$ cat config.mk
export PLATFORM = sky130hd
export DESIGN_NAME = irq_requester
export DESIGN_NICKNAME = d
export VERILOG_FILES = /design/src/rtl/irq_requester.sv
export SDC_FILE = /design/constraint.sdc
export NUM_CORES = 1
export LEC_CHECK = 0
export BUFFER_PORTS_ARGS = -buffer_cell sky130_fd_sc_hd__buf_2
export CORE_MARGIN = 2
export CORE_UTILIZATION = 50
export DETAILED_ROUTE_END_ITERATION = 6
export PLACE_DENSITY = 0.87
export SYNTH_ARGS = -nofsm -noshare
export SYNTH_HDL_FRONTEND = slang
export SYNTH_SLANG_ARGS = --single-unit
$ cat constraint.sdc
create_clock -name clk -period 2.2 [get_ports clk]
set_clock_uncertainty 0.1 [all_clocks]
set_input_delay 0.55 -clock clk [delete_from_list [all_inputs] [get_ports clk]]
set_output_delay 0.55 -clock clk [all_outputs]
set_load 0.02 [all_outputs]
$ cat src/rtl/irq_requester.sv
// irq_requester
// Initiator side of a two-pulse user-interrupt handshake. Single-cycle events
// from N_SRC sources are latched into per-source pending bits. The pending
// sources are then sent one at a time over one IRQ_REQ/IRQ_ACK pair. Each
// request stays high until the first ACK. After that the block waits for a
// second ACK, which completes the handshake.
//
// Ports:
//   clk, reset    clock, synchronous active-high reset
//   src_pulse     one-cycle interrupt events, bit i = source i
//   IRQ_REQ       level request to the bridge
//   IRQ_VEC       index of the source being requested (valid while busy)
//   IRQ_ACK       acknowledge pulse from the bridge
//   pending       latched interrupts that have not been issued yet
//   busy          high in REQ or WAIT_CLR
//   irq_count     completed handshakes, wraps
//   err           sticky flags: bit0 ACK timeout, bit1 spurious ACK
//   err_clear     one-cycle clear of err (a same-cycle set wins)
module irq_requester #(
    parameter int N_SRC       = 4,
    parameter int VEC_W       = 4,
    parameter int ACK_TIMEOUT = 1000,
    parameter int CNT_W       = 16
) (
    input  logic             clk,
    input  logic             reset,
    input  logic [N_SRC-1:0] src_pulse,
    output logic             IRQ_REQ,
    output logic [VEC_W-1:0] IRQ_VEC,
    input  logic             IRQ_ACK,
    output logic [N_SRC-1:0] pending,
    output logic             busy,
    output logic [CNT_W-1:0] irq_count,
    output logic [1:0]       err,
    input  logic             err_clear
);

    localparam int TMR_W = $clog2(ACK_TIMEOUT + 1);
    localparam logic [TMR_W-1:0] TMR_LOAD = TMR_W'(ACK_TIMEOUT);

    typedef enum logic [1:0] {IDLE, REQ, WAIT_CLR} state_t;

    state_t           state, state_nx;
    logic [TMR_W-1:0] timer, timer_nx;
    logic             req_nx;
    logic [VEC_W-1:0] vec_nx, sel;
    logic [N_SRC-1:0] pend_nx, issue_mask;
    logic [CNT_W-1:0] cnt_nx;
    logic [1:0]       err_nx, err_set;

    // Pick the lowest set pending bit. The loop runs downward so that the
    // last match it sees, which is the lowest index, is the one kept.
    always_comb begin
        sel = '0;
        for (int i = N_SRC - 1; i >= 0; i--) begin
            if (pending[i]) sel = VEC_W'(i);
        end
    end

    always_comb begin
        state_nx   = state;
        timer_nx   = timer;
        req_nx     = IRQ_REQ;
        vec_nx     = IRQ_VEC;
        cnt_nx     = irq_count;
        issue_mask = '0;
        err_set    = '0;
        case (state)
            IDLE: begin
                if (IRQ_ACK) err_set[1] = 1'b1;
                if (|pending) begin
                    issue_mask = N_SRC'(1) << sel;
                    vec_nx     = sel;
                    req_nx     = 1'b1;
                    timer_nx   = TMR_LOAD;
                    state_nx   = REQ;
                end
            end
            REQ: begin
                if (IRQ_ACK) begin
                    req_nx   = 1'b0;
                    timer_nx = TMR_LOAD;
                    state_nx = WAIT_CLR;
                end else if (timer == TMR_W'(1)) begin
                    // A timed-out source is dropped. It is not put back
                    // into pending.
                    req_nx     = 1'b0;
                    err_set[0] = 1'b1;
                    state_nx   = IDLE;
                end else begin
                    timer_nx = timer - TMR_W'(1);
                end
            end
            WAIT_CLR: begin
                if (IRQ_ACK) begin
                    cnt_nx   = irq_count + CNT_W'(1);
                    state_nx = IDLE;
                end else if (timer == TMR_W'(1)) begin
                    err_set[0] = 1'b1;
                    state_nx   = IDLE;
                end else begin
                    timer_nx = timer - TMR_W'(1);
                end
            end
            default: state_nx = IDLE;
        endcase
        // If a new pulse arrives on the same cycle its source is issued,
        // the pending bit stays set, so the new event is not lost.
        pend_nx = (pending & ~issue_mask) | src_pulse;
        err_nx  = (err_clear ? 2'b00 : err) | err_set;
    end

    always_ff @(posedge clk) begin
        if (reset) begin
            state     <= IDLE;
            timer     <= '0;
            IRQ_REQ   <= 1'b0;
            IRQ_VEC   <= '0;
            pending   <= '0;
            busy      <= 1'b0;
            irq_count <= '0;
            err       <= '0;
        end else begin
            state     <= state_nx;
            timer     <= timer_nx;
            IRQ_REQ   <= req_nx;
            IRQ_VEC   <= vec_nx;
            pending   <= pend_nx;
            busy      <= (state_nx != IDLE);
            irq_count <= cnt_nx;
            err       <= err_nx;
        end
    end

endmodule

==> results of run 1 <==
## per-stage QoR
step / area, sq um / util (%)
final: 2380 / 63.7
after floorplan: 2000 / -
after CTS: 2370 / 63.3
after global placement: 2260 / 60.4
after detailed placement: 2260 / 60.4
after global routing: 2380 / 63.7
## synthesized netlist by cell type (all sizes together), types with 5 or more instances
master	count	share of area (%)
a21oi	21	5.3
buf	5	1.4
clkbuf	5	1.0
dfxtp	38	38
ha	7	4.4
inv	16	3.0
nand2	11	2.1
nand3	12	4.5
nor2	26	4.9
nor4	8	2.8
o21ai	12	3.0
or3	6	2.3
or4	5	2.1
xnor2	6	2.6
## kinds of logic after synthesis
kind of cell | count (synthesis)
xor gates and xnor gates | 8
muxes | 3
buffers and inverters | 27
other | 1
and+or+nand+nor | 82
DFF | 38
AOI/OAI and AO/OA | 68
adders and majority gates | 7
## layout make-up
type                    instances  area, sq um  area share, %
well taps                      48         60.1           2.52
repair buffers                 44          248           10.4
clock inverters                 3         40.0           1.68
flip-flops and latches         38          761           31.9
multi-input cells             170         1140           48.0
clock buffers                   5         68.8           2.89
inverters                      17         63.8           2.68
## power by group
part / internal [mW] / switching, mW / total, mW / leakage [nW]
Clock: 0.334 / 0.245 / 0.579 / 0.0579
Sequential: 0.757 / 0.0787 / 0.835 / 0.311
Combinational: 0.232 / 0.311 / 0.543 / 0.597
Total: 1.32 / 0.635 / 1.96 / 0.966
## layout by cell type, fill, tap and decap left out, types with 4 or more instances in the layout
master	n
dfxtp_1	38
buf_2	33
nor2_1	26
a21oi_1	21
inv_1	16
o21ai_0	11
nand2_1	11
buf_4	11
nand3_1	9
nor4_1	7
xnor2_1	6
ha_1	6
clkbuf_8	5
or4_1	4
o31ai_1	4
a311oi_1	4
o221a_2	4
## per-layer routing
layer | up-vias | part of all wire (%) | track usage [%]
li1 | 946 | - | -
met1 | 931 | 45 | 29.8
met2 | 59 | 49 | 38.4
met3 | 10 | 4.3 | 5.00
met4 | 0 | 1.8 | 8.67
met5 | - | 0 | 0
## what timing repair did
action | CTS | global route
endpoints found under the setup margin | 0 | 8
endpoints found under the hold margin | 0 | 0
gates resized for setup | 0 | 2
## worst register-to-register path: cells and delay by family, from the launching register on
family	cells	cell delay [ps]
fa+ha+maj	1	270
flops	1	410
compound gates	4	1110
buf+inv	1	110
## worst paths after layout
kind / slack [ps] / to / startpoint
min: 370 / pending[2]$_SDFF_PP0_ / src_pulse[2]
min reg2reg: 390 / irq_count[15]$_SDFFE_PP0P_ / irq_count[15]$_SDFFE_PP0P_
max reg2reg: 90 / timer[5]$_SDFFE_PP0P_ / state[0]$_SDFF_PP0_
max: 90 / timer[5]$_SDFFE_PP0P_ / state[0]$_SDFF_PP0_
## registers in the layout (all words and copies together) (netlist names)
name and flops:
irq_count 16, timer 10, pending 4, IRQ_VEC 2, err 2, state 2, IRQ_REQ 1, busy 1
==> results.toml, run 1 <==
[routing]
first_pass_detailed_route_iteration_total = 4
vias = 1946
detail_route.iter0.violations = 128
ant_nets = 0
vias_per_cell = 5.99
drcViolationCount = 0
routed_wl_microns = 4890
drt-wirelength-per-cell_microns = 15.1

[critical_path]
worstPathCellList = "inv_1 > ha_2 > o21a_1 > a2111o_1 > o21a_1 > o211a_1"
timing.critical_path.required_ps = 2290
critPathBufInv = 1
critical_path.max_stage_delay_ps = 460
cpMaxStageDelayCell = "a2111o_1"
timing.critical_path.from_type = "flop"
setup.worst_path.class = "reg -> reg"
cp_max_fanout = 9
crit_path_frequent_cell = "o21a_1"
critical_path.top_delay_family = "compound AO/OA/AOI/OAI gates"
critical_path_cell_count = 6
reg2regPathDepth = 6
setup_crit_end_kind = "flop"
critPathArrivalTime_ps = 2190

[floorplan]
core_region_area_sq_um = 3740
design.portCount = 36
horizontal_die_dimension_microns = 67.2
initial_utilization_pct = 53.3
std_cell_rows = 22
fp.dieH_microns = 67.2
die_area_sq_um = 4520

[sta]
max_freq_mhz = 474
fin_tns_setup_ps = 0
timing_hold_violations_final = 0
count_of_final_setup_violators = 0
worst-slew-pin-transition_ps = 629
final-max-slew-violation-count = 0
postLayoutSetupSlackWorst_ps = 91.3
worst_hold_slack_ps = 369
layout_worst_path_cycle_share_pct = 95.9
min_period_ps = 2110
setup_repair_after_global_routing_missed_its_margin = "false"
timing.max_slew.rel_slack_pct = 57.7

[synth]
postSynthRegisterBits = 38
mappedNetlistArea_sq_um = 2000
synth-compound-area-share_pct = 23.2
synth_simple_gate_area_share_pct = 23.4
synth_seq_area_share_pct = 38.1
synth_enable_flop_cells = 0
synth.lib_cells_used.distinct = 55
main_combinational_cell_family_by_area_after_synthesis = "simple AND/OR/NAND/NOR gates"
netlist_instances = 234
post_synth_mux_area_share_pct = 1.63
yosys_warnings = 0
syn_area_per_cell_sq_um = 8.53
yosys.area_share.adder_pct = 4.39
synth-async-reset-ratio_pct = 0
synth_xor_area_share_pct = 3.51
synth_flop_cell = "dfxtp_1"

[clock_tree]
cts_hold_buffers = 0
root_buffer = "clkbuf_8"
insertion_delay_ps = 290
clock_sinks = 38
cts-buffers-inserted = 5
cts.reportedPaths.clkPinSlew_ps = 80
cts.htree.levels = 2
buffer_depth_of_the_longest_clock_path = 2
cts_setup_buffers = 0
tritoncts_clock_tree = "done"

[final_layout]
num-fill-cells = 306
diodes = 0
synthToLayoutAreaGrowth_pct = 19.4
fin_cells = 325
nets_finish = 291
share_of_layout_cells_above_drive_strength_1_pct = 25.6

[power_and_ir_drop]
pwr_density_cell_nw_per_um2 = 821
max-vdd-ir-drop_uv = 545
power.total_mw = 1.96
total_leakage_power_nw = 0.966

[min_path]
hold_path_depth = 3
holdCritPathClass = "in -> reg"

[global_routing]
grt_pass1_vias = 1773
grt_start_max_net_pins = 19
grt.total_usage_pct = 23.3
grt_antenna_before_repair = 0
grt_first_pass_wirelength_microns = 7980
gr-total-overflow = 0

[flow_run]
drv_cap = 0

[placement]
preCtsSetupSlack_ps = 86.8
place.gp.congestion = 0.875
placedCellCount = 317
hpwlAfterDp_microns = 3520
portBuffers = 33

[outcome]
outcome = "finished, final reports clean"
(Power assumes the default switching activity.)
==> run 2, diff against run 1 <==
Settings changed: PLACE_DENSITY 0.87 to default, PLACE_DENSITY_LB_ADDON from default to 0.1.
==> results.toml, run 2 (same netlist as run 1, synthesis figures left out) <==
[flow_run]
drv_cap = 0

[power_and_ir_drop]
pwr_density_cell_nw_per_um2 = 782
total_leakage_power_nw = 0.960
max-vdd-ir-drop_uv = 478

[clock_tree]
tritoncts_clock_tree = "done"
cts.htree.levels = 2
cts-buffers-inserted = 5
insertion_delay_ps = 290
cts_setup_buffers = 0
cts.reportedPaths.clkPinSlew_ps = 80
cts_hold_buffers = 0
buffer_depth_of_the_longest_clock_path = 2
root_buffer = "clkbuf_8"
post_cts_resize_count = 0
clock_sinks = 38

[outcome]
outcome = "finished, final reports clean"

[final_layout]
final_design_area_no_fill_sq_um = 2360
nets_finish = 292
max_flop_register = "irq_count"
mostFrequentLayoutCells = "dfxtp_1 (38), buf_2 (33), nor2_1 (26), a21oi_1 (21), inv_1 (16)"
share_of_layout_cells_above_drive_strength_1_pct = 25.5
mostFrequentLayoutCell = "dfxtp_1"
diodes = 0
synthToLayoutAreaGrowth_pct = 18.3
top_regs = "irq_count (16), timer (10), pending (4)"
largest_register_ffs = 16

[sta]
min_period_ps = 2050
setup_repair_after_global_routing_missed_its_margin = "false"
fin_tns_setup_ps = 0
count_of_final_setup_violators = 0
layout_worst_path_cycle_share_pct = 93.3
final-max-slew-violation-count = 0
max_freq_mhz = 487
timing_hold_violations_final = 0

[floorplan]
initial_utilization_pct = 53.3
std_cell_rows = 22
fp.dieH_microns = 67.2
horizontal_die_dimension_microns = 67.2
die_area_sq_um = 4520
design.portCount = 36
core_region_area_sq_um = 3740

[placement]
hpwlAfterDp_microns = 3180
portBuffers = 33
detailed_place.area_sq_um = 2270
place.gp.congestion = 0.849

[routing]
routed_wl_microns = 4360
ant_nets = 0
detail_route.iter0.violations = 114
drcViolationCount = 0
drt-wirelength-per-cell_microns = 13.4
vias = 1826
vias_per_cell = 5.60
first_pass_detailed_route_iteration_total = 4

[global_routing]
grt_antenna_before_repair = 0
grt_first_pass_wirelength_microns = 7130
grt_pass1_vias = 1520
gr-total-overflow = 0
grt_start_max_net_pins = 18
grt.total_usage_pct = 21.4

[critical_path]
crit-reg2reg-capture = "timer[6]$_SDFFE_PP0P_"
reg2regPathDepth = 5
cp_max_fanout = 5
critical_path.max_stage_delay_ps = 610
worstPathCellList = "ha_1 > or4b_2 > a311oi_1 > nor2_1 > o221a_2"
r2r_setup_slack_ps = 150
cpMaxStageDelayCell = "or4b_2"
regToRegStartpoint = "timer[0]$_SDFFE_PP0P_"
timing.critical_path.from_type = "flop"
timing.critical_path.required_ps = 2280
critPathBufInv = 0
setup_crit_end_kind = "flop"
setup.worst_path.class = "reg -> reg"
critical_path.top_delay_family = "simple AND/OR/NAND/NOR gates"
critPathArrivalTime_ps = 2140

[min_path]
holdCritPathClass = "in -> reg"
hold_path_depth = 3
hold_path_startpoint = "src_pulse[2]"
hold-path-endpoint = "pending[2]$_SDFF_PP0_"
-- run 2: cell types whose count changed in the layout (fill, tap and decap cells not counted), sizes merged --
cell / before / now
buf: 44 / 45
bufinv: 1 / 0
clkbuf: 5 / 7
clkinv: 3 / 2
-- run 2: final cells by class --
class / instances / area (sq um)
tap: 48 / 60.1
inverter: 17 / 63.8
clock buffer: 7 / 86.3
sequential: 38 / 761
clock inverter: 1 / 5.00
multi-input combinational: 170 / 1130
fill: 347 / 1380
timing repair buffer: 45 / 255
-- run 2: report_power, final --
group | leakage [nW] | internal [mW] | switching (mW)
Combinational | 0.600 | 0.230 | 0.294
Clock | 0.0482 | 0.253 | 0.239
Sequential | 0.311 | 0.757 | 0.0750
Total | 0.960 | 1.24 | 0.608
-- run 2: routing by layer --
layer	part of all wire, %	track usage [%]
met5	0	0
met4	1.5	7.65
met1	53	31.1
met3	5.5	7.00
met2	40	29.2
-- run 2: worst max path at each step --
stage / startpoint / to / slack (ps) / cells after the start
6_report: timer[0]$_SDFFE_PP0P_ / timer[6]$_SDFFE_PP0P_ / 150 / 5
5_1_grt: state[0]$_SDFF_PP0_ / irq_count[15]$_SDFFE_PP0P_ / 40 / 6
4_1_cts: state[0]$_SDFF_PP0_ / timer[5]$_SDFFE_PP0P_ / 90 / 6
3_5_place_dp: state[0]$_SDFF_PP0_ / timer[5]$_SDFFE_PP0P_ / 90 / 6
3_3_place_gp: state[0]$_SDFF_PP0_ / timer[5]$_SDFFE_PP0P_ / 140 / 6
2_1_floorplan: state[0]$_SDFF_PP0_ / timer[5]$_SDFFE_PP0P_ / 130 / 7
-- run 2: worst register-to-register path: stages, from the launching register on --
cell and delay (ps):
dfxtp_1 400, ha_1 210, or4b_2 610, a311oi_1 310
nor2_1 70, o221a_2 250
-- run 2: through the flow --
step	hold slack (ps)	power, mW	util, %	worst slack (ps)	instances
final	360	1.85	63.1	148	326
after global routing	360	1.97	63.1	43.6	326
after CTS	358	1.85	63.0	87.8	326
after detailed placement	375	1.36	60.6	92.8	318
after global placement	368	1.36	60.6	140	318
after floorplan	386	1.21	-	130	235
==> run 3, diff against run 2 <==
Settings changed: CORE_ASPECT_RATIO from default to 0.9.
==> results.toml, run 3 (same netlist as run 1, synthesis figures left out) <==
[outcome]
outcome = "finished, final reports clean"

[critical_path]
worstPathCellList = "inv_1 > ha_2 > o21a_1 > a2111oi_2 > a21oi_1 > o221a_2"
cpMaxStageDelayCell = "a2111oi_2"
critical_path.top_delay_family = "compound AO/OA/AOI/OAI gates"
critPathArrivalTime_ps = 2160
crit-reg2reg-capture = "timer[9]$_SDFFE_PP0P_"
timing.critical_path.required_ps = 2280
critPathBufInv = 1
cp_max_fanout = 7
setup.worst_path.class = "reg -> reg"
r2r_setup_slack_ps = 130
critical_path_cell_count = 6
timing.critical_path.from_type = "flop"
critical_path.max_stage_delay_ps = 540
regToRegStartpoint = "state[0]$_SDFF_PP0_"
reg2regPathDepth = 6
setup_crit_end_kind = "flop"

[clock_tree]
clock_sinks = 38
cts.htree.levels = 2
cts.reportedPaths.clkPinSlew_ps = 80
cts_setup_buffers = 0
tritoncts_clock_tree = "done"
cts-buffers-inserted = 5
insertion_delay_ps = 290
buffer_depth_of_the_longest_clock_path = 2
root_buffer = "clkbuf_8"

[power_and_ir_drop]
power.total_mw = 1.92
total_leakage_power_nw = 0.971
max-vdd-ir-drop_uv = 354
clkPwrFrac_pct = 29.0
pwr-share-comb_pct = 27.4
switching_share_pct = 32.3
pwr_density_cell_nw_per_um2 = 805
sequential_cell_fraction_of_total_power_pct = 43.6
sw_pwr_uw = 619
internal_power_mw = 1.30

[floorplan]
initial_utilization_pct = 52.8
die_area_sq_um = 4520
fp.dieH_microns = 64.0
horizontal_die_dimension_microns = 70.6
core_region_area_sq_um = 3780
std_cell_rows = 21
design.portCount = 36

[sta]
setup_repair_after_global_routing_missed_its_margin = "false"
layout_worst_path_cycle_share_pct = 94.2
max_freq_mhz = 482
timing.max_slew.rel_slack_pct = 65.2
worst-slew-pin-transition_ps = 521
min_period_ps = 2070
fin_tns_setup_ps = 0
final-max-slew-violation-count = 0
count_of_final_setup_violators = 0
postLayoutSetupSlackWorst_ps = 127
timing_hold_violations_final = 0

[routing]
routed_wl_microns = 4580
first_pass_detailed_route_iteration_total = 5
drcViolationCount = 0
vias = 1858
vias_per_cell = 5.73
drt-wirelength-per-cell_microns = 14.1
ant_nets = 0
detail_route.iter0.violations = 105

[final_layout]
mostFrequentLayoutCell = "dfxtp_1"
max_flop_register = "irq_count"
share_of_layout_cells_above_drive_strength_1_pct = 26.3
multi_input_combinational_cell_area_sq_um = 1140
num-fill-cells = 341
seq_area_sq_um = 761
nets_finish = 292
mostFrequentLayoutCells = "dfxtp_1 (38), buf_2 (33), nor2_1 (26), a21oi_1 (21), inv_1 (16)"
largest_register_ffs = 16
top_regs = "irq_count (16), timer (10), pending (4)"
finish.utilization_pct = 63.0
synthToLayoutAreaGrowth_pct = 19.4
diodes = 0

[flow_run]
drv_cap = 0

[global_routing]
grt_pass1_vias = 1682
grt_start_max_net_pins = 17
grt.total_usage_pct = 22.1
grt_first_pass_wirelength_microns = 8060
grt_antenna_before_repair = 0
gr-total-overflow = 0

[min_path]
hold_path_startpoint = "src_pulse[2]"
hold_path_depth = 3
holdCritPathClass = "in -> reg"
hold-path-endpoint = "pending[2]$_SDFF_PP0_"

[placement]
place.gp.congestion = 0.856
portBuffers = 33
hpwlAfterDp_microns = 3370
preCtsSetupSlack_ps = 83.1
==> run 3: cell types whose count changed in the layout (fill, tap and decap cells not counted), sizes merged <==
cell    delta
clkbuf     +1
clkinv     -1
==> run 3: per-layer routing <==
layer | part of all wire (%) | wire, microns | vias to the layer above | track usage (%)
met1 | 51 | 2330 | 851 | 33.6
met2 | 42 | 1910 | 52 | 30.5
li1 | - | - | 948 | -
met3 | 6.1 | 279 | 7 | 5.05
met5 | 0 | 0 | - | 1.23
met4 | 1.3 | 59 | 0 | 7.55
==> run 3: through the flow <==
| step | instance area (sq um) | cells | hold slack [ps] |
|---|---|---|---|
| 5_1_grt | 2380 | 324 | 397 |
| 2_1_floorplan | 2000 | 235 | 386 |
| 4_1_cts | 2380 | 324 | 371 |
| 3_5_place_dp | 2270 | 316 | 378 |
| 6_report | 2380 | 324 | 378 |
| 3_3_place_gp | 2270 | 316 | 370 |
==> run 3: layout make-up <==
cell class / count / area share, %
clock buffer: 8 / 4.62
inverter: 17 / 2.68
multi-input combinational: 170 / 47.7
sequential: 38 / 31.9
tap: 46 / 2.41
timing repair buffer: 45 / 10.7
==> run 3: worst max-delay path by stage <==
| stage | startpoint | slack (ps) | to |
|---|---|---|---|
| 5_1_grt | state[0]$_SDFF_PP0_ | 2 | irq_count[15]$_SDFFE_PP0P_ |
| 4_1_cts | state[0]$_SDFF_PP0_ | 60 | irq_count[15]$_SDFFE_PP0P_ |
| 6_report | state[0]$_SDFF_PP0_ | 130 | timer[9]$_SDFFE_PP0P_ |
| 3_5_place_dp | state[0]$_SDFF_PP0_ | 80 | irq_count[15]$_SDFFE_PP0P_ |
| 3_3_place_gp | state[0]$_SDFF_PP0_ | 150 | timer[5]$_SDFFE_PP0P_ |
| 2_1_floorplan | state[0]$_SDFF_PP0_ | 130 | timer[5]$_SDFFE_PP0P_ |
==> run 3: power groups by stage <==
stage	clock network [mW]	logic (mW)	registers, mW
finish	0.557	0.525	0.837
global route	0.598	0.587	0.849
CTS	0.569	0.518	0.831
detailed placement	0	0.516	0.846
global placement	0	0.514	0.847
floorplan	0	0.352	0.857
==> run 3: timing repair <==
action | 4_1_cts | 5_1_grt
hold buffers | 0 | 0
resized for setup | 0 | 2
endpoints found under the setup margin | 0 | 6
endpoints found under the hold margin | 0 | 0
==> run 3: worst min-delay path, delay by kind of cell <==
kind                   cells  cell delay, ps
AO/OA/AOI/OAI              1              30
buffers and inverters      1              80
AND/OR/NAND/NOR            1              70
